--- src/rtl/load_store_unit_pkg.sv ---
// rtl/load_store_unit_pkg.sv - funct3 codes, FSM state type and alignment helper for the LSU
package lsu_pkg;

  localparam logic [2:0] F3_B  = 3'b000;
  localparam logic [2:0] F3_H  = 3'b001;
  localparam logic [2:0] F3_W  = 3'b010;
  localparam logic [2:0] F3_BU = 3'b100;
  localparam logic [2:0] F3_HU = 3'b101;

  typedef enum logic [1:0] {IDLE, ACCESS, RMW_WR, RESP} lsu_state_t;

  // Halfword accesses need addr[0]==0, word accesses need addr[1:0]==0.
  function automatic logic is_misaligned(input logic [2:0] funct3, input logic [1:0] offset);
    case (funct3[1:0])
      2'b01:   return offset[0];
      2'b10:   return offset != 2'b00;
      default: return 1'b0;
    endcase
  endfunction

endpackage

--- src/rtl/load_store_unit_if.sv ---
// rtl/load_store_unit_if.sv - request/response handshake bundle between execute stage and LSU
interface load_store_unit_if #(parameter int A = 32);
  logic          req_valid;
  logic          req_ready;
  logic          req_we;
  logic [2:0]    req_funct3;
  logic [A-1:0]  req_addr;
  logic [31:0]   req_wdata;
  logic          rsp_valid;
  logic          rsp_ready;
  logic [31:0]   rsp_rdata;
  logic          rsp_err;

  modport master (
    output req_valid, req_we, req_funct3, req_addr, req_wdata, rsp_ready,
    input  req_ready, rsp_valid, rsp_rdata, rsp_err
  );

  modport slave (
    input  req_valid, req_we, req_funct3, req_addr, req_wdata, rsp_ready,
    output req_ready, rsp_valid, rsp_rdata, rsp_err
  );
endinterface

--- src/rtl/load_store_unit_align.sv ---
// rtl/load_store_unit_align.sv - load byte/half extract with extension, store byte/half merge
module lsu_align
  import lsu_pkg::*;
(
  input  logic [31:0] word,
  input  logic [31:0] old_word,
  input  logic [31:0] wdata,
  input  logic [2:0]  funct3,
  input  logic [1:0]  offset,
  output logic [31:0] load_data,
  output logic [31:0] store_word
);
  logic [7:0]  byte_sel;
  logic [15:0] half_sel;

  assign byte_sel = word[{offset, 3'b000} +: 8];
  assign half_sel = word[{offset[1], 4'b0000} +: 16];

  always_comb begin
    load_data = 32'h0;
    case (funct3)
      F3_B:    load_data = {{24{byte_sel[7]}}, byte_sel};
      F3_BU:   load_data = {24'h0, byte_sel};
      F3_H:    load_data = {{16{half_sel[15]}}, half_sel};
      F3_HU:   load_data = {16'h0, half_sel};
      F3_W:    load_data = word;
      default: load_data = 32'h0;
    endcase
  end

  always_comb begin
    store_word = old_word;
    case (funct3)
      F3_B:    store_word[{offset, 3'b000} +: 8] = wdata[7:0];
      F3_H:    store_word[{offset[1], 4'b0000} +: 16] = wdata[15:0];
      default: store_word = wdata;
    endcase
  end
endmodule

--- src/rtl/load_store_unit.sv ---
// rtl/load_store_unit.sv - load/store unit driving a word-addressed memory without byte enables
module load_store_unit
  import lsu_pkg::*;
#(
  parameter int A     = 32,
  parameter int DEPTH = 4096
) (
  input  logic          clk,
  input  logic          rst,
  load_store_unit_if.slave bus,
  output logic          mem_we,
  output logic [A-1:0]  mem_addr,
  output logic [31:0]   mem_wdata,
  input  logic [31:0]   mem_rdata
);
  lsu_state_t  state;
  logic [1:0]  offset_q;
  logic        we_q;
  logic [2:0]  funct3_q;
  logic [31:0] wdata_q;
  logic [31:0] old_q;
  logic [31:0] rdata_q;
  logic        err_q;

  logic        illegal;
  logic        out_of_range;
  logic        err;
  logic        is_sw;
  logic [31:0] load_data;
  logic [31:0] store_word;

  assign illegal      = we_q ? !(funct3_q inside {F3_B, F3_H, F3_W})
                             : (funct3_q inside {3'b011, 3'b110, 3'b111});
  assign out_of_range = mem_addr >= A'(DEPTH);
  assign err          = illegal || out_of_range || is_misaligned(funct3_q, offset_q);
  assign is_sw        = we_q && (funct3_q == F3_W);

  lsu_align u_align (
    .word       (mem_rdata),
    .old_word   (old_q),
    .wdata      (wdata_q),
    .funct3     (funct3_q),
    .offset     (offset_q),
    .load_data  (load_data),
    .store_word (store_word)
  );

  // Write strobe is decoded from state so an asynchronous reset kills it immediately.
  always_comb begin
    mem_we    = 1'b0;
    mem_wdata = 32'h0;
    if (state == ACCESS && !err && is_sw) begin
      mem_we    = 1'b1;
      mem_wdata = wdata_q;
    end else if (state == RMW_WR) begin
      mem_we    = 1'b1;
      mem_wdata = store_word;
    end
  end

  assign bus.req_ready = (state == IDLE);
  assign bus.rsp_valid = (state == RESP);
  assign bus.rsp_rdata = rdata_q;
  assign bus.rsp_err   = err_q;

  always_ff @(posedge clk or negedge rst) begin
    if (!rst) begin
      state    <= IDLE;
      offset_q <= 2'b00;
      we_q     <= 1'b0;
      funct3_q <= 3'b000;
      wdata_q  <= 32'h0;
      old_q    <= 32'h0;
      rdata_q  <= 32'h0;
      err_q    <= 1'b0;
      mem_addr <= '0;
    end else begin
      case (state)
        IDLE: if (bus.req_valid) begin
          offset_q <= bus.req_addr[1:0];
          mem_addr <= bus.req_addr >> 2;
          we_q     <= bus.req_we;
          funct3_q <= bus.req_funct3;
          wdata_q  <= bus.req_wdata;
          state    <= ACCESS;
        end
        ACCESS: begin
          err_q   <= err;
          rdata_q <= (err || we_q) ? 32'h0 : load_data;
          if (!err && we_q && !is_sw) begin
            old_q <= mem_rdata;
            state <= RMW_WR;
          end else begin
            state <= RESP;
          end
        end
        RMW_WR: state <= RESP;
        RESP:   if (bus.rsp_ready) state <= IDLE;
        default: state <= IDLE;
      endcase
    end
  end
endmodule

--- src/flat_wrapper.sv ---
// flat-port wrapper written by rule: the top's interface ports become plain ports
module load_store_unit_flat import lsu_pkg::*;
#(
  parameter int A     = 32,
  parameter int DEPTH = 4096
)
  (clk, rst, mem_we, mem_addr, mem_wdata, mem_rdata, bus_req_valid, bus_req_we, bus_req_funct3, bus_req_addr, bus_req_wdata, bus_rsp_ready, bus_req_ready, bus_rsp_valid, bus_rsp_rdata, bus_rsp_err);
  load_store_unit_if #(.A(A)) bus_i ();
  input  logic clk;
  input  logic rst;
  output logic mem_we;
  output logic [A-1:0] mem_addr;
  output logic [31:0] mem_wdata;
  input  logic [31:0] mem_rdata;
  input wire logic [$bits(bus_i.req_valid)-1:0] bus_req_valid;
  input wire logic [$bits(bus_i.req_we)-1:0] bus_req_we;
  input wire logic [$bits(bus_i.req_funct3)-1:0] bus_req_funct3;
  input wire logic [$bits(bus_i.req_addr)-1:0] bus_req_addr;
  input wire logic [$bits(bus_i.req_wdata)-1:0] bus_req_wdata;
  input wire logic [$bits(bus_i.rsp_ready)-1:0] bus_rsp_ready;
  output wire logic [$bits(bus_i.req_ready)-1:0] bus_req_ready;
  output wire logic [$bits(bus_i.rsp_valid)-1:0] bus_rsp_valid;
  output wire logic [$bits(bus_i.rsp_rdata)-1:0] bus_rsp_rdata;
  output wire logic [$bits(bus_i.rsp_err)-1:0] bus_rsp_err;
  assign bus_i.req_valid = bus_req_valid;
  assign bus_i.req_we = bus_req_we;
  assign bus_i.req_funct3 = bus_req_funct3;
  assign bus_i.req_addr = bus_req_addr;
  assign bus_i.req_wdata = bus_req_wdata;
  assign bus_i.rsp_ready = bus_rsp_ready;
  assign bus_req_ready = bus_i.req_ready;
  assign bus_rsp_valid = bus_i.rsp_valid;
  assign bus_rsp_rdata = bus_i.rsp_rdata;
  assign bus_rsp_err = bus_i.rsp_err;
  load_store_unit #(.A(A), .DEPTH(DEPTH)) u_core (.clk(clk), .rst(rst), .bus(bus_i), .mem_we(mem_we), .mem_addr(mem_addr), .mem_wdata(mem_wdata), .mem_rdata(mem_rdata));
endmodule
--- config.mk ---
export PLATFORM = sky130hd
export DESIGN_NAME = load_store_unit_flat
export DESIGN_NICKNAME = d
export VERILOG_FILES = /design/src/rtl/load_store_unit_pkg.sv /design/src/rtl/load_store_unit_if.sv /design/src/rtl/load_store_unit_align.sv /design/src/rtl/load_store_unit.sv /design/src/flat_wrapper.sv
export SDC_FILE = /design/constraint.sdc
export NUM_CORES = 1
export LEC_CHECK = 0
export BUFFER_PORTS_ARGS = -buffer_cell sky130_fd_sc_hd__buf_4
export CAP_MARGIN = 20
export CORE_MARGIN = 1
export CORE_UTILIZATION = 31
export CTS_CLUSTER_DIAMETER = 100
export CTS_CLUSTER_SIZE = 8
export DETAILED_ROUTE_END_ITERATION = 10
export HOLD_SLACK_MARGIN = 0.15
export PLACE_DENSITY_LB_ADDON = 0.12
export SYNTH_ARGS = -nofsm -noshare
export SYNTH_HDL_FRONTEND = slang
export SYNTH_SLANG_ARGS = --single-unit
--- constraint.sdc ---
create_clock -name clk -period 2.81 [get_ports clk]
set_input_delay 0.562 -clock clk [delete_from_list [all_inputs] [get_ports clk]]
set_output_delay 0.562 -clock clk [all_outputs]
set_load 0.01 [all_outputs]
==> flow_metrics.py <==
metrics = {
    "outcome": {
        "status": "complete, but fails checks",
        "violations": "setup timing",
    },
    "sta": {
        "finalHoldViolations": 0,
        "finalClockSkew_ns": 0.01926,
        "rsz0062_at_grt": "yes",
        "worst_pin_slew_ns": 0.7025,
        "fin_ws_ns": -0.2934,
        "setup_viol": 33,
        "fin_crit_sh": 1.104,
        "finalCriticalPeriod_ns": 3.103,
        "relSlewSlack": 0.5314,
        "hold_slack_ns": 0.3609,
        "drv_slew": 0,
        "clock.fmax_mhz": 322.2,
    },
    "clock_tree": {
        "clk_latency_ns": 0.43,
        "tritoncts": "yes",
        "htreeDepth": 4,
        "numCtsBuffers": 17,
        "cts-root-buf": "clkbuf_16",
        "ctsLongestPathBuffers": 2,
        "clk_pin_slew_ns": 0.06,
        "numClockSinks": 135,
    },
    "floorplan": {
        "die_w_um": 151.7,
        "rows": 54,
        "initial_core_util": 0.3175,
        "core_um2": 21890,
        "io_pins": 204,
        "die_height_um": 151.7,
        "die_area_um2": 23020,
    },
    "power_and_ir_drop": {
        "internal-power_uw": 6457,
        "seq_power_share": 0.304,
        "power_frac_clock": 0.243,
        "pwr-share-comb": 0.453,
        "p_sw_uw": 3744,
        "p_leak_uw": 0.004504,
        "powerDensity_nw_per_um2": 1009,
        "irDropWorstVdd_mv": 0.4781,
        "power_switching_share": 0.3671,
    },
    "setup_path": {
        "worst_setup_path_end_kind": "output pin",
        "worstPathArrival_ns": 2.54,
        "path_cells": "inv_2 > ha_4 > nor2b_4 > nand3_2 > or4_4 > o211a_4 > a22o_1 > buf_6",
        "crit_path_max_incr_delay_ns": 0.61,
        "path_buf_inv": 2,
        "start_kind": "flop",
        "crit_path_max_fanout": 8,
        "critPathRequiredTime_ns": 2.25,
        "critical-path-top-delay-family": "simple AND/OR/NAND/NOR gates",
        "worstSetupPathType": "reg -> out",
        "crit_slowest_cell": "or4_4",
    },
    "grt": {
        "grt_usage": 0.2024,
        "antenna_found_initial": 0,
        "grt_pass1_vias": 5985,
        "grt_start_max_net_pins": 69,
        "globalRouteOverflowTotal": 0,
        "grt_pass1_wl_mm": 34.33,
    },
    "flow_run": {
        "drv_cap": 0,
    },
    "yosys": {
        "seq_area_frac_synth": 0.4860,
        "synthTopCellsByArea": "dfrtp_1 49%, mux2_2 13%, mux2_4 6.5%",
        "ys_ff_latch": 135,
        "yosysTopAreaCell": "dfrtp_1",
        "ys.flop_type": "dfrtp_1",
        "syn_area_per_cell_um2": 11.84,
        "synth_edf_count": 0,
        "synthArstFlopShare": 1.000,
        "synth_cell_type_count": 50,
        "syn_area_um2": 6950,
        "synth_top_area_frac": 0.4860,
        "ys_warn_count": 0,
        "synthCells": 587,
    },
    "finish": {
        "multi_input_area_um2": 3523,
        "area_delta_synth_final_pct": 45.40,
        "fin_nets": 934,
        "fillers": 2071,
        "diodes": 0,
        "regArea_um2": 3379,
        "layout-drive-gt1-share": 0.5428,
    },
    "detailed_routing": {
        "drt_pass1_iterations": 9,
        "wl_per_cell_um": 20.51,
        "via_per_inst": 5.228,
        "drt-total-wl_mm": 22.74,
        "antenna_left": 0,
        "initialDrtViolationCount": 341,
        "drc": 0,
        "num_vias": 5798,
    },
    "min_path": {
        "hp-class": "in -> reg",
    },
    "place": {
        "place.port_buffers": 201,
        "dp_hpwl_mm": 16.69,
        "finalWeightedCongestion": 0.8390,
        "dpl_worst_slack_ns": -0.2690,
    },
}
==> cell type report <==
cell class,count,share of cell area
inverter,43,0.01597
multi-input combinational,369,0.3486
clock inverter,14,0.02216
timing repair buffer,251,0.2021
tap,280,0.03467
clock buffer,17,0.04210
sequential,135,0.3344
==> synth_stat cells (10+ instances only) <==
cell       number
a21oi_1        32
a222oi_1       17
a22o_1         16
a22oi_1        10
clkbuf_1       20
dfrtp_1       135
ha_1           13
inv_1          43
mux2_2         79
mux2_4         30
nand2_1        23
o21ai_0        12
o22ai_1        33
o2bb2ai_1      15
==> power by group through the flow <==
stage,Clock [uW],Combinational [uW],Sequential [uW]
after floorplan,0,2370,2960
after global placement,0,3980,3060
after detailed placement,0,4040,3080
after CTS,2540,4510,3090
after global routing,2630,4980,3170
final,2480,4620,3100
==> metrics by stage <==
step | TNS (ns) | utilization | total power (uW) | instances | area [um^2]
6_report | -7.535 | 0.4616 | 10200 | 1109 | 10110
5_1_grt | -10.76 | 0.4616 | 10790 | 1109 | 10110
4_1_cts | -8.601 | 0.4567 | 10150 | 1104 | 9998
3_5_place_dp | -1.345 | 0.4084 | 7116 | 1065 | 8941
3_3_place_gp | -0.09273 | 0.4084 | 7042 | 1065 | 8941
2_1_floorplan | 0 | - | 5326 | 588 | 6954
==> registers in the layout, summed over array words and instances (netlist names) <==
register	count
u_core.bus.rsp_err	1
u_core.bus.rsp_rdata	32
u_core.funct3_q	3
u_core.mem_addr	30
u_core.offset_q	2
u_core.old_q	32
u_core.state	2
u_core.wdata_q	32
u_core.we_q	1
==> worst paths after layout <==
| path | start | endpoint | slack [ns] | cells past startpoint |
|---|---|---|---|---|
| min reg2reg | u_core.old_q[2]$_DFFE_PN0P_ | u_core.old_q[2]$_DFFE_PN0P_ | 0.53 | 1 |
| min in group asynchronous | rst | u_core.old_q[4]$_DFFE_PN0P_ | 0.63 | 2 |
| min | bus_req_addr[28] | u_core.mem_addr[26]$_DFFE_PN0P_ | 0.36 | 2 |
| max reg2reg | u_core.mem_addr[28]$_DFFE_PN0P_ | u_core.old_q[31]$_DFFE_PN0P_ | 0.36 | 7 |
| max in group asynchronous | rst | u_core.mem_addr[28]$_DFFE_PN0P_ | 1.47 | 3 |
| max | u_core.funct3_q[0]$_DFFE_PN0P_ | mem_wdata[6] | -0.29 | 8 |
==> logic make-up after synthesis <==
| group | after synthesis | share of synthesized area |
|---|---|---|
| AOI/OAI and AO/OA | 172 | 0.1780 |
| adders and majority gates | 13 | 0.02340 |
| buffers and inverters | 84 | 0.05472 |
| DFF | 135 | 0.4860 |
| muxes | 110 | 0.1960 |
| other | 1 | 0.0005395 |
| and+or+nand+nor | 72 | 0.06121 |
==> layout by cell type (no fill, tap or decap), types with 4 or more instances in the layout <==
cell type,instances
o21ai_0,12
buf_6,13
a22oi_1,10
ha_1,8
buf_4,228
a2bb2oi_2,8
buf_12,8
clkbuf_16,17
clkinvlp_4,4
a21o_1,8
dfrtp_1,134
inv_1,40
a31oi_1,7
a21oi_1,32
a221oi_1,8
nor4_1,4
nand2b_1,5
o22ai_1,33
a22o_1,16
nand2_1,18
ha_4,4
nor2_1,7
o2bb2ai_2,14
bufinv_16,5
a222oi_1,17
mux2_2,79
mux2_4,30
==> metal layers <==
metal | vias up | routed length (um) | track usage
met2 | 230 | 10300 | 0.3095
met1 | 2860 | 9863 | 0.2598
met5 | - | 0 | 0
li1 | 2676 | - | -
met3 | 32 | 1902 | 0.06437
met4 | 0 | 675 | 0.09158
==> repair_timing <==
action,CTS,global route
hold buffers,1,0
gates resized for setup,72,12
pin swaps,18,10
setup buffers,7,5
endpoints found under the hold margin,36,0
setup endpoints to repair,33,33
Note: power is estimated with default switching activity, not from simulation.
